<file path="config.mk">
export PLATFORM = sky130hd
export DESIGN_NAME = decoder_rr_arbiter
export DESIGN_NICKNAME = d
export VERILOG_FILES = /design/src/rtl/decoder_rr_arbiter.sv
export SDC_FILE = /design/constraint.sdc
export NUM_CORES = 1
export LEC_CHECK = 0
export BUFFER_PORTS_ARGS = -buffer_cell sky130_fd_sc_hd__buf_2
export CORE_AREA = 3 3 101 74
export CTS_BUF_LIST = sky130_fd_sc_hd__clkbuf_8
export DETAILED_ROUTE_END_ITERATION = 8
export DIE_AREA = 0 0 104 77
export PLACE_DENSITY_LB_ADDON = 0.2
export SYNTH_ARGS = -nofsm -noshare
export SYNTH_HDL_FRONTEND = slang
export SYNTH_SLANG_ARGS = --single-unit
export TNS_END_PERCENT = 10
</file>
<file path="constraint.sdc">
create_clock -name clk -period 4.3 [get_ports clk]
set_clock_uncertainty 0.2 [all_clocks]
set_input_delay 0.86 -clock clk [delete_from_list [all_inputs] [get_ports clk]]
set_output_delay 0.86 -clock clk [all_outputs]
set_load 0.01 [all_outputs]
</file>
<file path="src/rtl/decoder_rr_arbiter.sv">
// decoder_rr_arbiter: round-robin owner selection for a shared 3:8 one-hot
// decoder. Holds a grant until release or timeout, and inserts one dead
// cycle between owners (break-before-make).
module decoder_rr_arbiter #(
    parameter int unsigned MAX_HOLD = 16,
    parameter int unsigned HOLD_W   = 5
) (
    input  logic       clk,
    input  logic       rst,
    input  logic [7:0] req,
    input  logic [7:0] done,
    output logic [2:0] grant_idx,
    output logic       grant_en,
    output logic [7:0] grant_onehot,
    output logic       busy,
    output logic       timeout
);

    typedef enum logic [1:0] {
        S_IDLE  = 2'd0,
        S_GRANT = 2'd1,
        S_GAP   = 2'd2
    } state_t;

    localparam bit                TIMEOUT_EN = (MAX_HOLD != 0);
    localparam logic [HOLD_W-1:0] HOLD_LAST  = HOLD_W'(MAX_HOLD - 1);

    state_t            r_state;
    state_t            w_state_nxt;
    logic [2:0]        r_rr_ptr;
    logic [2:0]        w_rr_ptr_nxt;
    logic [HOLD_W-1:0] r_hold_cnt;
    logic [HOLD_W-1:0] w_hold_cnt_nxt;
    logic [2:0]        r_grant_idx;
    logic [2:0]        w_grant_idx_nxt;
    logic              r_grant_en;
    logic              w_grant_en_nxt;
    logic [7:0]        r_grant_onehot;
    logic [7:0]        w_grant_onehot_nxt;
    logic              r_busy;
    logic              w_busy_nxt;
    logic              r_timeout;
    logic              w_timeout_nxt;

    logic              w_found;
    logic [2:0]        w_winner;
    logic              w_release;

    // Rotating priority search: first requester at or after r_rr_ptr, with wrap.
    always_comb begin
        logic [2:0] cand;
        w_found  = 1'b0;
        w_winner = '0;
        cand     = '0;
        for (int unsigned i = 0; i < 8; i++) begin
            cand = r_rr_ptr + 3'(i);
            if (!w_found && req[cand]) begin
                w_found  = 1'b1;
                w_winner = cand;
            end
        end
    end

    // Owner gives up the resource by pulsing its done bit or dropping its request.
    always_comb begin
        w_release = done[r_grant_idx] | ~req[r_grant_idx];
    end

    // Next-state and next-output logic; outputs are registered from these values.
    always_comb begin
        w_state_nxt        = r_state;
        w_rr_ptr_nxt       = r_rr_ptr;
        w_hold_cnt_nxt     = r_hold_cnt;
        w_grant_idx_nxt    = r_grant_idx;
        w_grant_en_nxt     = 1'b0;
        w_grant_onehot_nxt = '0;
        w_busy_nxt         = 1'b0;
        w_timeout_nxt      = 1'b0;

        case (r_state)
            S_IDLE, S_GAP: begin
                if (w_found) begin
                    w_state_nxt        = S_GRANT;
                    w_rr_ptr_nxt       = w_winner + 3'd1;
                    w_hold_cnt_nxt     = '0;
                    w_grant_idx_nxt    = w_winner;
                    w_grant_en_nxt     = 1'b1;
                    w_grant_onehot_nxt = 8'b0000_0001 << w_winner;
                    w_busy_nxt         = 1'b1;
                end else begin
                    w_state_nxt = S_IDLE;
                end
            end
            S_GRANT: begin
                if (w_release) begin
                    // A release wins over a coincident timeout: no timeout pulse.
                    w_state_nxt = S_GAP;
                    w_busy_nxt  = 1'b1;
                end else if (TIMEOUT_EN && (r_hold_cnt == HOLD_LAST)) begin
                    w_state_nxt   = S_GAP;
                    w_busy_nxt    = 1'b1;
                    w_timeout_nxt = 1'b1;
                end else begin
                    w_hold_cnt_nxt     = r_hold_cnt + 1'b1;
                    w_grant_en_nxt     = 1'b1;
                    w_grant_onehot_nxt = r_grant_onehot;
                    w_busy_nxt         = 1'b1;
                end
            end
            default: begin
                w_state_nxt = S_IDLE;
            end
        endcase
    end

    // State and registered outputs; reset overrides everything, including a live grant.
    always_ff @(posedge clk) begin
        if (rst) begin
            r_state        <= S_IDLE;
            r_rr_ptr       <= '0;
            r_hold_cnt     <= '0;
            r_grant_idx    <= '0;
            r_grant_en     <= 1'b0;
            r_grant_onehot <= '0;
            r_busy         <= 1'b0;
            r_timeout      <= 1'b0;
        end else begin
            r_state        <= w_state_nxt;
            r_rr_ptr       <= w_rr_ptr_nxt;
            r_hold_cnt     <= w_hold_cnt_nxt;
            r_grant_idx    <= w_grant_idx_nxt;
            r_grant_en     <= w_grant_en_nxt;
            r_grant_onehot <= w_grant_onehot_nxt;
            r_busy         <= w_busy_nxt;
            r_timeout      <= w_timeout_nxt;
        end
    end

    assign grant_idx    = r_grant_idx;
    assign grant_en     = r_grant_en;
    assign grant_onehot = r_grant_onehot;
    assign busy         = r_busy;
    assign timeout      = r_timeout;

endmodule
</file>
**After elaboration in Yosys (flattened, before gate mapping)**

Cells that the tools add are included.

- Register bits: 24
- Input bits: 18
- Output and inout port bits: 14
- Word-level logic and storage cells: 111

- $add $sub $neg: 9
- Order comparisons: 9
- Eq/ne operators: 7
- Shift operators: 1
- Multiplexer cells: 54
- Bitwise operators: 3
- Reductions and logical operators: 20

Operators with widths:

| cell | count |
|---|---|
| $lt 3x4->1 const B | 9 |
| $bmux 1 s3 | 10 |
| $mux 3 | 8 |
| $mux 8 | 3 |
| $mux 1 | 23 |
| $pmux 8 s2 | 1 |
| $mux 5 | 3 |
| $add 3x3->3 const B | 4 |
| $pmux 5 s2 | 1 |
| $shl 1x3->8 const A | 1 |
| $logic_and 1x1->1 | 7 |
| $logic_not 1->1 | 7 |
| $add 3x1->3 const B | 2 |
| $add 3x2->3 const B | 2 |
| $ne 2x2->1 const B | 3 |
| $add 5x1->5 const B | 1 |
| $eq 5x4->1 const B | 1 |
| $mux 2 | 2 |
| $pmux 1 s2 | 2 |
| $pmux 2 s2 | 1 |
| $reduce_and 4->1 | 1 |
| $ne 3x3->1 const B | 1 |
| $reduce_or 3->1 | 1 |
| $eq 2x1->1 const B | 1 |
| other kinds (7) | 8 |

**Logic depth before layout (Yosys ltp)**

- Depth in word-level cells: 27
- Mapped depth: 15
- Mapped depth without buffers: 12

**Worst setup path before layout**

OpenSTA, ideal clock, no wires.

- Kind: register to register
- Start point: reg r_rr_ptr[0]
- End point: reg r_rr_ptr[1]
- Library setup time: 86 ps
- Arrival time: 3,019 ps
- Slack: 996 ps
- Stages on the path, launching flop included: 15
- Buffers on the path: 3
- Cells stage by stage: dfxtp_1 buf_6 buf_6 inv_1 ha_1 buf_6 mux2i_1 mux4_2 a32o_1 a31oi_1 a21boi_0 nor2_2 inv_1 ha_1 a211oi_1

- Cells in the longest elaborated chain, start to end: 25
- Elaborated cells between the ends (all ways): 55

RTL lines:

| element | line | source |
|---|---|---|
| from (decl) | 30 | `logic [2:0] r_rr_ptr;` |
| from (signal assigned) | 129 | `r_rr_ptr <= w_rr_ptr_nxt;` |
| branches (longest 23 deep; another with $add 3x1->3) | - |  |
| $mux 3 * | 57 | `if (!w_found && req[cand]) begin` |
| via w_winner[1] | 46 | `logic [2:0] w_winner;` |
| $add 3x1->3 * | 84 | `w_rr_ptr_nxt = w_winner + 3'd1;` |

Mark *: on every way through the listed nets, which the timed path passes. The select of a mux whose other input is x is not followed.
A chain may end at the register's enable or synchronous reset.

**Worst setup path after layout**

- Start point: reg r_rr_ptr[1]
- End point: reg r_grant_onehot[6], in the netlist grant_onehot[6]

- Cells in the longest elaborated chain, start to end: 27
- Elaborated cells between the ends (all ways): 56

RTL lines:

| element | line | source |
|---|---|---|
| branches (longest 23 deep; another with $add 3x1->3) | - |  |
| $mux 3 * | 57 |  |
| via w_winner[1] | 46 |  |
| $shl 1x3->8 * | 88 | `w_grant_onehot_nxt = 8'b0000_0001 << w_winner;` |
| $mux 8 * | 82 | `if (w_found) begin` |
| $pmux 8 s2 * | 80 | `case (r_state)` |
| to (signal assigned) | 133 | `r_grant_onehot <= w_grant_onehot_nxt;` |
| to (decl) | 38 | `logic [7:0] r_grant_onehot;` |

Marked as above.

==> impl_metrics.json <==
{
  "yosysTopAreaCell": "dfxtp_1",
  "nets": 266,
  "status": "completed",
  "start_kind": "flip-flop",
  "detail-route-antenna-nets": 0,
  "power_mw": 1.70,
  "setup_violations": 0,
  "synthFlopType": "dfxtp_1",
  "die_area_um2": 8010,
  "synth-seq-cells": 24,
  "die_x_um": 104,
  "yosys-top-cells-area": "dfxtp_1 24%, mux4_2 10%, mux2i_1 6.6%, nand2_1 4.6%, ha_1 4.5%",
  "postCtsSetupBuffers": 0,
  "leakage_nw": 0.917,
  "syn_avg_cell_area_um2": 9.09,
  "dp_hpwl_um": 3780,
  "async_reset_ff_frac": 0,
  "grt_usage": 0.125,
  "synth_top_area_share": 0.245,
  "syn_inst": 216,
  "maxCapViolations": 0,
  "r2r_start": "r_rr_ptr[1]",
  "worstPathMaxFanout": 11,
  "first_pass_iters": 4,
  "tightest_slew_ps": 521,
  "root_buffer": "clkbuf_8",
  "antenna_found_initial": 0,
  "seqCellArea_um2": 480,
  "r2r_cells": 12,
  "drc_errors": 0,
  "routedWlPerCell_um": 14.7,
  "grt_pass1_wl_um": 8450,
  "clock.fmax_mhz": 286,
  "port_buffers": 31,
  "ys_top_cells_by_count": "24 x dfxtp_1, 24 x nand2_1, 16 x nor2_1, 14 x inv_1, 13 x mux2i_1",
  "final_util": 0.338,
  "area_delta_synth_final_pct": 13.9,
  "drt_iter0_drc": 99,
  "peakVddDrop_mv": 0.255,
  "hold_violations": 0,
  "synth_edf_count": 0,
  "end_kind": "flip-flop",
  "cp-startpoint": "r_rr_ptr[1]",
  "drive_gt1_frac": 0.254,
  "clock-sinks": 24,
  "syn_area_um2": 1960,
  "grt_pass1_vias": 1614,
  "r2r_end": "grant_onehot[6]",
  "min_period_ps": 3500,
  "fill_cells": 725,
  "diodes": 0,
  "cts-resized-gates": 0,
  "clk_pin_slew_ps": 90,
  "crit_required_ps": 4260,
  "dp_slack_ps": 788,
  "powerDensity_nw_per_um2": 760,
  "grt_max_degree": 22,
  "hold_path.class": "reg -> reg",
  "seq_area_frac_synth": 0.245,
  "htreeDepth": 1,
  "cts_tree": "built",
  "holdBufCountCts": 0,
  "worstPathArrival_ps": 3450,
  "synth_nets": 241,
  "rsz0062_at_grt": "no",
  "hold-worst-slack_ps": 254,
  "rows": 25,
  "cts_buffers": 3,
  "ys_warn_count": 0,
  "initial_core_util": 0.296,
  "clk_latency_ps": 270,
  "vias": 1729,
  "setup_tns_ps": 0,
  "pin_count": 32,
  "via_per_inst": 5.18,
  "totalWireLength_um": 4920,
  "crit_end": "grant_onehot[6]",
  "worst-setup-path-type": "reg -> reg",
  "relSlewSlack": 0.652,
  "multi_input_area_um2": 1330,
  "die_y_um": 77,
  "yosysUniqueCellTypes": 57,
  "cts.path.max_buffers": 2,
  "drv_slew": 0,
  "timing.final.ws_setup_ps": 804,
  "r2r_setup_slack_ps": 800,
  "gp_congestion": 0.894,
  "timing.final.crit_share": 0.813,
  "core_area_um2": 6630,
  "grt_overflow": 0
}
worst max-delay path: stages (launching register included):
cell	delay (ps)
dfxtp_1	340
inv_1	60
ha_1	580
mux4_2	620
mux2_2	340
a311oi_1	240
a21o_1	130
o32ai_1	100
nor2_2	220
inv_1	100
ha_1	220
a32oi_1	170
nor2_1	50
power by group:
group	total [mW]	internal, mW	switching, mW
Combinational	1.19	0.498	0.687
Clock	0.199	0.124	0.0743
Sequential	0.316	0.275	0.0418
state kept, by name (all words and copies together) (netlist names):
| register | flops |
|---|---|
| timeout | 1 |
| busy | 1 |
| r_hold_cnt | 5 |
| grant_en | 1 |
| grant_idx | 3 |
| r_rr_ptr | 3 |
| grant_onehot | 8 |
| r_state | 2 |
per-layer routing:
metal / global-route usage / wire length (um) / vias up
met5: 0 / 0 / -
met4: 0.0120 / 0 / 0
met3: 0.0244 / 206 / 0
met2: 0.180 / 2050 / 38
met1: 0.198 / 2670 / 829
li1: - / - / 862
per-stage QoR:
step / cell area [um2] / instances
6_report: 2240 / 334
5_1_grt: 2240 / 334
4_1_cts: 2240 / 334
3_5_place_dp: 2170 / 330
3_3_place_gp: 2170 / 330
2_1_floorplan: 1960 / 216
worst min path at each step:
stage | start | endpoint | depth (start not counted)
after floorplan | r_hold_cnt[4] | r_hold_cnt[4] | 2
after global placement | grant_onehot[2] | grant_onehot[2] | 2
after detailed placement | grant_onehot[3] | grant_onehot[3] | 2
after CTS | grant_onehot[3] | grant_onehot[3] | 2
after global routing | grant_onehot[1] | grant_onehot[1] | 2
final | grant_onehot[3] | grant_onehot[3] | 2
area by class of cell:
type,instances,share of cell area
clock buffers,3,0.0184
clock inverters,1,0.0134
inverters,16,0.0291
multi-input cells,163,0.596
flip-flops and latches,24,0.215
well taps,94,0.0525
repair buffers,33,0.0760
kinds of logic after synthesis:
logic type | synth area share
AND/OR/NAND/NOR | 0.176
AO/OA/AOI/OAI | 0.221
buffers and inverters | 0.0764
multiplexers | 0.219
flip-flops | 0.245
adder cells (fa/ha/maj) | 0.0446
XOR/XNOR | 0.0178
cell usage in the layout (no fill, tap or decap), types with 2 or more instances in the layout:
| cell type | Yosys | layout |
|---|---|---|
| o211ai_1 | 2 | 2 |
| mux4_2 | 9 | 9 |
| a211oi_1 | 4 | 4 |
| a31oi_1 | 2 | 2 |
| mux2_2 | 4 | 4 |
| a31o_2 | 2 | 2 |
| a22oi_1 | 2 | 2 |
| nor2_1 | 16 | 16 |
| dfxtp_1 | 24 | 24 |
| buf_2 | 2 | 31 |
| nor2b_1 | 2 | 2 |
| nand3_1 | 6 | 6 |
| a21oi_1 | 10 | 10 |
| mux2i_1 | 13 | 13 |
| mux4_1 | 2 | 2 |
| clkbuf_8 | 0 | 3 |
| ha_1 | 7 | 7 |
| nand2_1 | 24 | 24 |
| o32a_1 | 4 | 4 |
| a32o_1 | 2 | 2 |
| buf_4 | 1 | 2 |
| inv_1 | 14 | 14 |
| nor3_1 | 5 | 5 |
| nand2b_1 | 3 | 3 |
| a32oi_1 | 5 | 5 |
| a21o_1 | 2 | 2 |
| o21ai_0 | 5 | 5 |
| xor2_1 | 3 | 3 |
| and2_1 | 3 | 3 |
| or3_1 | 2 | 2 |
No activity file was read; power rests on OpenSTA's default activity.
